## src/rtl/pair_serializer_pkg.sv

```systemverilog
// pair_serializer_pkg: shared lane state and default sizing for the pair serializer
package pair_serializer_pkg;
   typedef enum logic {SEND1 = 1'b0, SEND2 = 1'b1} lane_t;
   localparam int DATA_WIDTH_DEF = 8;
   localparam int DEPTH_DEF = 4;
endpackage

```

## src/rtl/pair_fifo.sv

```systemverilog
// pair_fifo: DEPTH-entry FIFO of byte pairs with occupancy count
module pair_fifo
   import pair_serializer_pkg::*;
#(
   parameter int DATA_WIDTH = DATA_WIDTH_DEF,
   parameter int DEPTH = DEPTH_DEF,
   localparam int CNT_W = $clog2(DEPTH) + 1
) (
   input  logic                    clk,
   input  logic                    reset,
   input  logic                    push,
   input  logic                    pop,
   input  logic [2*DATA_WIDTH-1:0] wr_data,
   output logic [2*DATA_WIDTH-1:0] head,
   output logic                    full,
   output logic                    empty,
   output logic [CNT_W-1:0]        count
);
   localparam int PTR_W = $clog2(DEPTH);
   logic [2*DATA_WIDTH-1:0] mem [DEPTH];
   logic [PTR_W-1:0] wr_ptr, rd_ptr;
   always_ff @(posedge clk)
      if (push) mem[wr_ptr] <= wr_data;
   always_ff @(posedge clk or posedge reset)
      if (reset) begin
         wr_ptr <= '0;
         rd_ptr <= '0;
         count  <= '0;
      end else begin
         if (push) wr_ptr <= wr_ptr + 1'b1;
         if (pop) rd_ptr <= rd_ptr + 1'b1;
         count <= count + CNT_W'(push) - CNT_W'(pop);
      end
   assign head  = mem[rd_ptr];
   assign full  = count == CNT_W'(DEPTH);
   assign empty = count == '0;
endmodule

```

## src/rtl/pair_serializer.sv

```systemverilog
// pair_serializer: buffers byte pairs and emits them lane-1 then lane-2 on one stream
module pair_serializer
   import pair_serializer_pkg::*;
#(
   parameter int DATA_WIDTH = DATA_WIDTH_DEF,
   parameter int DEPTH = DEPTH_DEF,
   localparam int CNT_W = $clog2(DEPTH) + 1
) (
   input  logic                  clk,
   input  logic                  reset,
   input  logic                  in_valid,
   output logic                  in_ready,
   input  logic [DATA_WIDTH-1:0] data_in1,
   input  logic [DATA_WIDTH-1:0] data_in2,
   output logic                  out_valid,
   input  logic                  out_ready,
   output logic [DATA_WIDTH-1:0] data_out,
   output logic                  out_lane,
   output logic [CNT_W-1:0]      count
);
   lane_t state;
   logic [2*DATA_WIDTH-1:0] head;
   logic full, empty, push, pop;
   assign push = in_valid & in_ready;
   assign pop  = out_valid & out_ready & (state == SEND2);
   pair_fifo #(.DATA_WIDTH(DATA_WIDTH), .DEPTH(DEPTH)) u_fifo (
      .clk(clk),
      .reset(reset),
      .push(push),
      .pop(pop),
      .wr_data({data_in1, data_in2}),
      .head(head),
      .full(full),
      .empty(empty),
      .count(count)
   );
   always_ff @(posedge clk or posedge reset)
      if (reset) state <= SEND1;
      else if (out_valid & out_ready) state <= (state == SEND1) ? SEND2 : SEND1;
   assign in_ready  = ~full;
   assign out_valid = ~empty;
   assign out_lane  = out_valid & (state == SEND2);
   assign data_out  = !out_valid ? '0 : (state == SEND2) ? head[DATA_WIDTH-1:0] : head[2*DATA_WIDTH-1:DATA_WIDTH];
endmodule

```

## config.mk

```make
export PLATFORM = sky130hd
export DESIGN_NAME = pair_serializer
export DESIGN_NICKNAME = d
export VERILOG_FILES = /design/src/rtl/pair_serializer_pkg.sv /design/src/rtl/pair_fifo.sv /design/src/rtl/pair_serializer.sv
export SDC_FILE = /design/constraint.sdc
export NUM_CORES = 1
export LEC_CHECK = 0
export CORE_AREA = 2 2 77 79
export CTS_CLUSTER_DIAMETER = 200
export DETAILED_ROUTE_END_ITERATION = 10
export DIE_AREA = 0 0 79 81
export MAX_ROUTING_LAYER = met4
export PLACE_DENSITY = 0.82
export SLEW_MARGIN = 15
export SYNTH_ARGS = -nofsm -noshare
export SYNTH_HDL_FRONTEND = slang
export SYNTH_HIERARCHICAL = 1
export SYNTH_SLANG_ARGS = --single-unit
```

## constraint.sdc

```tcl
create_clock -name clk -period 3.15 [get_ports clk]
set_clock_uncertainty 0.2 [all_clocks]
set_input_delay 0.63 -clock clk [delete_from_list [all_inputs] [get_ports clk]]
set_output_delay 0.63 -clock clk [all_outputs]
set_load 0.03 [all_outputs]
```

Word level (Yosys, flattened, before mapping)
Memories as Yosys holds them, arrays and structs flattened.
Index checks and enable logic that the tools add are counted.
W data, S select, Z words.
- flip-flop bits (word level): 8
- memory bits (writable): 64
- bits of input ports: 20
- output and inout port bits: 14
- word-level logic and storage cells: 22
- memories kept: 1
- memory list (name ; depth ; bits a word ; read ports ; clocked after Yosys merged registers in ; write ports ; line ; text):
    u_fifo.mem ; 4 ; 16 ; 1 ; 0 ; 1 ; pair_fifo.sv:20 ; logic [2*DATA_WIDTH-1:0] mem [DEPTH];
- $add $sub $neg: 4
- equality and inequality tests: 1
- multiplexer cells: 5
- bitwise logic cells: 6
- reduce and logical (&&, ||, !) cells: 1
- operator list (operator ; count):
    $mux W8 ; 2
    $add A2 B1 Y2 const B ; 2
    $and A1 B1 Y1 ; 4
    $add A3 B1 Y3 ; 1
    $eq A3 B3 Y1 const B ; 1
    $logic_not A3 Y1 ; 1
    $mux W1 ; 3
    $sub A3 B1 Y3 ; 1
    $not A1 Y1 ; 2

Depth between registers and ports, before layout
Gate-level depths: netlist of the first run.
- depth after elaboration: 5
- mapped depth: 9
- gate-level depth less buffers: 9

Modules after synthesis
Netlist of the first run, hierarchy kept.
- modules (own cells, without submodules) (module ; times used ; cells an instance ; area an instance (µm²) ; sequential area each (µm²)):
    pair_fifo ; 1 ; 119 ; 2743.9 ; 2097.0
    pair_serializer ; 1 ; 27 ; 206.4 ; 25.0

Worst setup path before layout of the first run
No wires, ideal clock.
- kind: reg-to-reg
- from: reg u_fifo.count[1]
- to: reg u_fifo.count[2]
- library setup time: 123 ps
- data arrival time: 2344 ps
- data required time: 2827 ps
- slack: 482 ps
- stages on the path, launching flop included: 10
- buffers on the path: 0
- clock period less this slack: 2668 ps
- cell sequence: dfrtp_1 nor3_1 and2b_4 and2_1 ha_1 inv_1 ha_1 fa_1 xnor2_1 xnor2_1
- word-level cells in the longest chain between the ends: 5
- elaborated cells between the ends (all ways): 9
- those cells by class: add/sub: 2; eq/ne: 1; bitwise: 5; reduce/logical: 1
- ends and longest elaborated chain (element ; line ; text):
    from (decl) ; pair_fifo.sv:17 ; output logic [CNT_W-1:0] count
    from (signal assigned) ; pair_fifo.sv:32 ; count <= count + CNT_W'(push) - CNT_W'(pop);
    $logic_not A3 Y1 ; pair_fifo.sv:36 ; assign empty = count == '0;
    via empty ; pair_serializer.sv:23 ; logic full, empty, push, pop;
    $not A1 Y1 ; pair_serializer.sv:41 ; assign out_valid = ~empty;
    $and A1 B1 Y1 (2 in a row) ; pair_serializer.sv:25 ; assign pop = out_valid & out_ready & (state == SEND2);
    via pop ; pair_serializer.sv:23 ;
    $sub A3 B1 Y3 ; pair_fifo.sv:32 ;
The timed path passes the listed nets, and every way through them passes these cells.
A chain may end at the register's enable or synchronous reset.

Worst setup path in the final report of the first run
- from: reg u_fifo.rd_ptr[0]
- to: out data_out[2]
- word-level cells in the longest chain between the ends: 3
- ends and longest elaborated chain (element ; line ; text):
    from (decl) ; pair_fifo.sv:21 ; logic [PTR_W-1:0] wr_ptr, rd_ptr;
    from (signal assigned) ; pair_fifo.sv:31 ; if (pop) rd_ptr <= rd_ptr + 1'b1;
    $mem_v2 Z4 W16 ; n/a ;
    via head[2] ; pair_serializer.sv:22 ; logic [2*DATA_WIDTH-1:0] head;
    $mux W8 (2 in a row) ; pair_serializer.sv:43 ; assign data_out = !out_valid ? '0 : (state == SEND2) ? head[DATA_WIDTH-1:0] : head[2*DATA_WIDTH-1:DATA_WIDTH];
    to (decl) ; pair_serializer.sv:17 ; output logic [DATA_WIDTH-1:0] data_out,
The timed path passes the listed nets, and every way through them passes these cells.

==> flow_summary.json, run 1 <==
{
  "critPathRequiredTime_ns": 2.32,
  "timing.rr.end": "u_fifo/count[2]",
  "cellLeakagePower_nw": 1.365,
  "fin_setup_tns_ns": 0,
  "fin_cells": 272,
  "synth_seq_cells": 72,
  "use_met3_pct": 4.778,
  "maxCapViolCount": 0,
  "gp_congestion": 0.7281,
  "grt_overflow": 0,
  "place_hpwl_mm": 3.190,
  "nFillCells": 397,
  "r2r_start": "u_fifo/count[1]",
  "setup_violations": 0,
  "io_pins": 34,
  "drt_iter0_markers": 128,
  "p_per_area_nw_per_um2": 996.4,
  "die_w_um": 79,
  "hold_viol": 0,
  "htreeDepth": 3,
  "power_mw": 3.588,
  "power_frac_seq_pct": 38.8,
  "grt_pass1_vias": 1563,
  "clkSinkCount": 72,
  "fp.dieH_um": 81,
  "seqCellArea_sq_um": 2122,
  "post-route-drc-count": 0,
  "grt_first_pass_wirelength_mm": 8.045,
  "worst_pin_slew_ns": 0.6099,
  "p_clk_share_pct": 20.8,
  "switchingPower_mw": 1.196,
  "final_area_sq_um": 3601,
  "netlist_instances": 146,
  "initial_core_util_pct": 51.98,
  "startpoint_type": "register",
  "place_inst": 256,
  "vias": 1468,
  "pwr-share-comb_pct": 40.4,
  "endpoint_kind": "primary output",
  "ant_nets": 0,
  "coreArea_sq_um": 5675,
  "row_count": 28,
  "min_period_ns": 3.067,
  "cts.path.max_buffers": 2,
  "ys_types": 22,
  "min_period_over_period_pct": 97.36,
  "first_pass_iters": 4,
  "critPathMaxFanout": 18,
  "internal_power_mw": 2.392,
  "yosysWarnings": 6,
  "cts_setup_buffers": 0,
  "synthesis.nets": 173,
  "clk_latency_ns": 0.33,
  "r2r_cells": 9,
  "swShare_pct": 33.34,
  "synth_area_per_cell_sq_um": 20.21,
  "hold_path.class": "in -> async",
  "path_clk_slew_ns": 0.07,
  "rsz0062_at_grt": "false",
  "max_freq_mhz": 326.1,
  "placedInstanceArea_sq_um": 3383,
  "grt_antenna_before_repair": 0,
  "numCtsBuffers": 9,
  "nNetsFinal": 219,
  "netlist_area_sq_um": 2950,
  "wl_mm": 5.034,
  "status": "finished, final reports clean",
  "final_util_pct": 63.45,
  "n_antenna_cell": 0,
  "cts_tree": "built",
  "cts_resized": 1,
  "critPathKind": "reg -> out",
  "postCtsHoldBufs": 0,
  "grt.busiest_layer": "met2",
  "grt_max_degree": 19,
  "final_common_cell": "edfxtp_1",
  "ir_worst_vdd_v": 0.0006415,
  "cts-root-buf": "clkbuf_8",
  "wl_per_cell_um": 18.51,
  "cp.arrival_ns": 2.24,
  "slew_headroom_pct": 59.34,
  "met2_usage_pct": 31.19,
  "ff2ff_setup_slack_ns": 0.55,
  "fp.dieArea_sq_um": 6399,
  "drive_above_1_share_pct": 14.72,
  "multi_input_area_sq_um": 726.9,
  "vias_per_cell": 5.397,
  "report.final.slew_viol_count": 0,
  "yosysSeqAreaShare_pct": 71.93,
  "grt_usage_pct": 18.23,
  "syn_to_final_growth_pct": 22.05,
  "mostFrequentLayoutCells": "64 x edfxtp_1, 26 x clkdlybuf4s50_1, 10 x inv_1",
  "met1_usage_pct": 20.47,
  "port_buffers": 33
}
## per-layer routing
layer	up-vias	wire length, um
li1	656	-
met1	748	1975
met2	57	2735
met3	7	241
met4	0	82
met5	-	0
## synthesized netlist by cell type (all sizes together)
cell	instances	area share, %
and2	5	1.1
mux2i	8	2.7
xnor2	4	1.2
o21ai	1	0.17
nor3b	1	0.25
mux4	16	13
fa	1	0.68
nand2b	1	0.21
dfrtp	8	6.8
edfxtp	64	65
nor2b	1	0.21
nor3	1	0.17
inv	10	1.3
buf	6	2.2
nand2	2	0.25
nor2	8	1.0
ha	6	2.5
and2b	1	0.34
xor2	2	0.59
## power by group through the flow
| stage | logic [mW] | clock network (mW) | registers, mW |
|---|---|---|---|
| 4_1_cts | 1.48 | 0.763 | 1.39 |
| 3_3_place_gp | 1.43 | 0 | 1.39 |
| 2_1_floorplan | 1.00 | 0 | 1.39 |
| 5_1_grt | 1.56 | 0.804 | 1.41 |
| 6_report | 1.45 | 0.747 | 1.39 |
| 3_5_place_dp | 1.48 | 0 | 1.41 |
## worst max path at each step
stage | startpoint | end | depth (start not counted)
2_1_floorplan | u_fifo/count[1] | u_fifo/count[2] | 9
3_3_place_gp | in_valid | u_fifo/count[2] | 9
3_5_place_dp | in_valid | u_fifo/count[2] | 9
4_1_cts | u_fifo/rd_ptr[0] | data_out[3] | 5
5_1_grt | u_fifo/rd_ptr[0] | data_out[2] | 5
6_report | u_fifo/rd_ptr[0] | data_out[2] | 5
## state kept, by name, summed over array words and instances (netlist names)
register / count
u_fifo/rd_ptr: 2
u_fifo/mem: 64
u_fifo/count: 3
state: 1
u_fifo/wr_ptr: 2
## area by class of cell
type                       instances  area share (%)
inverter                          10           1.042
timing repair buffer              41           11.57
clock inverter                     4           1.911
sequential                        72           58.93
clock buffer                      12           3.753
multi-input combinational         58           20.19
tap                               75           2.606
## logic make-up (layout without fill, tap and decap cells)
| family | after synthesis | count (layout) | synth area share (%) |
|---|---|---|---|
| AO/OA/AOI/OAI | 1 | 1 | 0.1695 |
| XOR/XNOR | 6 | 6 | 1.781 |
| adder cells (fa/ha/maj) | 7 | 7 | 3.223 |
| buffers and inverters | 16 | 67 | 3.435 |
| flip-flops | 72 | 72 | 71.93 |
| multiplexers | 24 | 24 | 15.95 |
| AND/OR/NAND/NOR | 20 | 20 | 3.520 |
## critical path: stages (launching register included)
cell and delay, ns:
dfrtp_1 0.37, buf_12 0.18, mux4_1 0.55, mux2i_1 0.16, nor2_1 0.05, clkdlybuf4s50_1 0.58
## stage by stage
| stage | hold slack (ns) | worst slack, ns |
|---|---|---|
| 2_1_floorplan | 0.1587 | 0.4822 |
| 3_3_place_gp | 0.3065 | 0.3977 |
| 3_5_place_dp | 0.3519 | 0.3425 |
| 4_1_cts | 0.2586 | 0.007109 |
| 5_1_grt | 0.2518 | 0.01422 |
| 6_report | 0.2811 | 0.08317 |
No activity file was read; power rests on OpenSTA's default activity.
==> run 2: changes to the inputs <==
CORE_AREA = 2 2 80 82   (was 2 2 77 79)
DIE_AREA = 0 0 82 84   (was 0 0 79 81)
HOLD_SLACK_MARGIN = 0.12   (was default)
PLACE_DENSITY = 0.8   (was 0.82)
clock period = 2.8 ns   (was 3.15 ns; I/O delays follow)
==> flow_summary.json, run 2 (synthesis results as in run 1) <==
{
  "cp.arrival_ns": 2.00,
  "numCtsBuffers": 9,
  "grt_usage_pct": 16.70,
  "p_per_area_nw_per_um2": 1142,
  "min_period_ns": 2.756,
  "reg.largest.list": "u_fifo/mem x64, u_fifo/count x3",
  "first_pass_iters": 4,
  "cts_setup_buffers": 0,
  "postCtsHoldBufs": 0,
  "cts.path.max_buffers": 2,
  "slew_headroom_pct": 61.93,
  "met3_length_um": 321,
  "gp_congestion": 0.6929,
  "n_antenna_cell": 0,
  "htreeDepth": 3,
  "critPathRequiredTime_ns": 2.04,
  "cts-root-buf": "clkbuf_8",
  "cp-startpoint": "u_fifo/rd_ptr[0]",
  "cts_tree": "built",
  "nFillCells": 425,
  "worst_pin_slew_ns": 0.5711,
  "row_count": 29,
  "endpoint_kind": "primary output",
  "place_inst": 258,
  "max_freq_mhz": 362.9,
  "fp.dieArea_sq_um": 6888,
  "grt_overflow": 0,
  "critPathKind": "reg -> out",
  "grt_pass1_vias": 1579,
  "port_buffers": 33,
  "critPathMaxFanout": 9,
  "cellLeakagePower_nw": 1.332,
  "drt-met1-wl_mm": 1.889,
  "ir_worst_vdd_v": 0.0006148,
  "wl_mm": 5.158,
  "post-route-drc-count": 0,
  "met2RoutedLength_mm": 2.818,
  "final_util_pct": 59.67,
  "io_pins": 34,
  "fin_cells": 275,
  "routed.top_layer": "met4",
  "report.final.slew_viol_count": 0,
  "seqCellArea_sq_um": 2123,
  "clkSinkCount": 72,
  "ant_nets": 0,
  "vias_per_cell": 5.291,
  "maxCapViolCount": 0,
  "hold_viol": 0,
  "min_period_over_period_pct": 98.42,
  "status": "finished, final reports clean",
  "grt_antenna_before_repair": 0,
  "drt_iter0_markers": 111,
  "multi_input_area_sq_um": 726.9,
  "hold_path.class": "in -> async",
  "grt_first_pass_wirelength_mm": 7.679,
  "coreArea_sq_um": 6096,
  "nNetsFinal": 220,
  "clk_latency_ns": 0.34,
  "die_w_um": 82,
  "place_hpwl_mm": 3.272,
  "top_register": "u_fifo/mem",
  "syn_to_final_growth_pct": 23.28,
  "initial_core_util_pct": 48.40,
  "final_common_cell": "edfxtp_1",
  "mostFrequentLayoutCells": "64 x edfxtp_1, 25 x clkdlybuf4s50_1, 10 x inv_1",
  "setup_violations": 0,
  "drive_above_1_share_pct": 20.71,
  "fp.dieH_um": 84,
  "grt_max_degree": 19,
  "path_clk_slew_ns": 0.07,
  "r2r_start": "u_fifo/count[1]",
  "wl_per_cell_um": 18.76,
  "largest_reg_flops": 64,
  "vias": 1455,
  "startpoint_type": "register"
}
==> run 2: worst max-delay path, cell delays in order (launching register included) <==
cell	delay [ns]
dfrtp_2	0.42
clkbuf_16	0.19
mux4_1	0.56
mux2i_1	0.15
nor2_1	0.06
clkdlybuf4s15_2	0.28
==> run 2: what timing repair did <==
item                       CTS  global route
gates resized for setup     23             7
setup endpoints to repair    8             7
gates cloned                 0             1
pin swaps                    0             0
==> run 2: final timing paths <==
path	endpoint	slack (ns)	cells after the start
setup / recovery	data_out[0]	0.04	5
hold / removal	state	0.19	2
setup reg to reg	u_fifo/count[2]	0.20	9
hold reg to reg	u_fifo/count[0]	0.37	1
max in group asynchronous	u_fifo/rd_ptr[0]	1.89	2
min in group clk	u_fifo/count[0]	0.37	1
==> run 2: area by class of cell <==
| class | instances | area share, % |
|---|---|---|
| clock buffer | 10 | 3.509 |
| tap | 77 | 2.649 |
| sequential | 72 | 58.38 |
| inverter | 10 | 1.032 |
| timing repair buffer | 42 | 11.49 |
| multi-input combinational | 58 | 19.99 |
| clock inverter | 6 | 2.958 |
==> run 2: per-stage QoR <==
| stage | worst slack (ns) | setup TNS [ns] | instance area (sq um) | total power, mW | hold WS, ns |
|---|---|---|---|---|---|
| floorplan | 0.1322 | 0 | 2950 | 2.692 | 0.08871 |
| global placement | 0.1132 | 0 | 3386 | 3.170 | 0.3083 |
| detailed placement | 0.03238 | 0 | 3386 | 3.269 | 0.3477 |
| CTS | -0.04590 | -0.04590 | 3630 | 4.187 | 0.1807 |
| global route | -0.01141 | -0.03033 | 3637 | 4.364 | 0.1815 |
| finish | 0.04423 | 0 | 3637 | 4.154 | 0.1852 |
==> run 2: routing by layer <==
layer	global-route usage [%]	vias up
met4	8.485	0
met3	6.061	11
li1	-	659
met1	17.03	733
met5	-	-
met2	27.64	52
==> run 2: power by group <==
| group | internal, mW | switching (mW) | total, mW |
|---|---|---|---|
| Clock | 0.589 | 0.358 | 0.946 |
| Combinational | 0.747 | 0.889 | 1.64 |
| Sequential | 1.44 | 0.133 | 1.57 |
| Total | 2.77 | 1.38 | 4.15 |
==> edit (flow settings as in run 2) <==
Reset style: synchronous (`reset`), changed in 2 clocked blocks.
--- a/src/rtl/pair_fifo.sv
+++ b/src/rtl/pair_fifo.sv
@@ -22,5 +22,5 @@
    always_ff @(posedge clk)
       if (push) mem[wr_ptr] <= wr_data;
-   always_ff @(posedge clk or posedge reset)
+   always_ff @(posedge clk)
       if (reset) begin
          wr_ptr <= '0;
--- a/src/rtl/pair_serializer.sv
+++ b/src/rtl/pair_serializer.sv
@@ -35,5 +35,5 @@
       .count(count)
    );
-   always_ff @(posedge clk or posedge reset)
+   always_ff @(posedge clk)
       if (reset) state <= SEND1;
       else if (out_valid & out_ready) state <= (state == SEND1) ? SEND2 : SEND1;
Check against the original RTL: differs if reset is asserted again (counterexample within 4 cycles, from zero or initial values and one cycle with reset high); with reset held inactive, the same outputs for 10 cycles.
==> edit against run 2 <==
- cell count grew 2.9%
- highest routed layer unchanged
- via count grew 0.48%
- non-clock buffer count grew 1
- synthesized area grew 1.7%
- sequential cell count grew 2
- critical path type unchanged
- routed wire length shrank 11%
- setup slack gained 0.051 ns
- sequential share of layout area grew 0.66 points
- die area is the same
- final area shrank 1.2%
- total power shrank 27%
==> edit: results (changes against run 2) <==
Synthesis
  – Most common library cells after synthesis: 64 x sky130_fd_sc_hd__edfxtp_1, 13 x sky130_fd_sc_hd__nor2_1, 10 x sky130_fd_sc_hd__dfxtp_1, 10 x sky130_fd_sc_hd__mux4_2, 9 x sky130_fd_sc_hd__mux2i_1
  – Post-synth cell types: 26 (+18%)
  – Synth Net Count: 181 (+4.6%)
  – Fraction of registers with async set/reset: 0 (-0.111)
  – Number of instances in the synthesized netlist: 154 (+5.5%)
  – Cells taking the most area after synthesis: sky130_fd_sc_hd__edfxtp_1 64%, sky130_fd_sc_hd__mux4_2 7.5%, sky130_fd_sc_hd__dfxtp_1 6.7%, sky130_fd_sc_hd__mux4_1 5.3%, sky130_fd_sc_hd__mux2i_1 3.0%

Status
  – Status: completed

Global routing
  – Number of global-route vias before repair: 1504 (-4.7%)
  – Met2 routing resource usage after global routing: 0.243 (-0.0333)
  – Largest net degree at the start of global routing: 17 (-2)
  – All-layer global routing usage: 0.154 (-0.0127)
  – Wire length of the first global-routing pass: 7.21 mm (-6.1%)
  – Met1 usage in global routing: 0.182 (+0.0120)

Placement
  – Worst setup slack before clock tree synthesis: 0.115 ns (+0.0823 ns)
  – Cell count after placement: 268 (+3.9%)
  – GPL Wtd Cong: 0.705 (+1.8%)
  – Post-DP Area: 0.00347 mm2 (+2.5%)
  – Detailed placement HPWL: 3.10 mm (-5.2%)

Power
  – Leakage power: 0.00124 uW (-6.8%)
  – Maximum resistive drop on vdd: 468 uV (-24%)

Finish
  – Total of fill cells in the finished design: 465 (+9.4%)
  – Number of nets in the finished design: 229 (+4.1%)
  – Non-filler cells, final: 283 (+2.9%)
  – Layout cell share with drive strength beyond 1: 0.204 (-0.00319)

Hold path
  – Hold WC Path Type: flop to flop

Route
  – Mean number of vias per cell: 5.17 (-2.4%)
  – Sum of routed wire length over all layers: 4.59 mm (-11%)
  – Violation count after the first detailed-route iteration: 59 (-47%)

Timing
  – Worst slew slack as a fraction of its limit: 0.751 (+0.132)
  – Setup TNS after final layout: 0 ns (unchanged)

Setup path
  – Endpoint arrival time on the critical path: 1.94 ns (-0.06 ns)
  – Critical Path Fanout Max: 8 (-1)
==> edit: power by group through the flow <==
stage,clock (uW),sequential (uW),combinational (uW)
after global routing,696,1410,1080
final,631,1400,1010
after detailed placement,0,1430,1080
after CTS,651,1400,1030
after floorplan,0,1450,648
after global placement,0,1420,1060
==> edit: routing by layer <==
metal  share of wire  wire, um
met1            0.43      1980
met2            0.52      2390
met3           0.030       140
met4           0.017        77
met5               0         0
==> edit: cell families after synthesis <==
kind of cell               share of synthesized area
buffers and inverters                         0.0292
and+or+nand+nor                               0.0509
adders and majority gates                     0.0317
DFF                                            0.707
xor gates and xnor gates                      0.0138
AOI/OAI and AO/OA                            0.00500
muxes                                          0.163
==> edit: per-stage QoR <==
stage          power (uW)  hold WS, ns
6_report             3040        0.340
3_5_place_dp         2510        0.332
2_1_floorplan        2090        0.292
4_1_cts              3090        0.342
3_3_place_gp         2480        0.323
5_1_grt              3180        0.374
==> edit: final cells by class <==
type	count	area, um2	area share
timing repair buffer	43	405	0.113
clock buffer	9	124	0.0345
inverter	8	30.0	0.00835
multi-input combinational	66	792	0.220
tap	77	96.3	0.0268
sequential	74	2120	0.590
clock inverter	6	25.0	0.00696
==> edit: worst paths after layout <==
check | start | slack, ns | cells past startpoint | endpoint
setup / recovery | flop | 0.1 | 5 | data_out[2]
hold / removal | u_fifo/rd_ptr[1] | 0.34 | 2 | u_fifo/rd_ptr[1]
setup reg to reg | u_fifo/count[1] | 0.34 | 10 | u_fifo/count[2]
hold reg to reg | u_fifo/rd_ptr[1] | 0.34 | 2 | u_fifo/rd_ptr[1]
==> edit: critical path: stages, from the launching register on <==
cell                            delay (ns)
sky130_fd_sc_hd__dfxtp_1              0.37
sky130_fd_sc_hd__buf_6                0.18
sky130_fd_sc_hd__mux4_2               0.52
sky130_fd_sc_hd__mux2i_1              0.14
sky130_fd_sc_hd__nor2_1               0.05
sky130_fd_sc_hd__dlygate4sd2_1        0.36
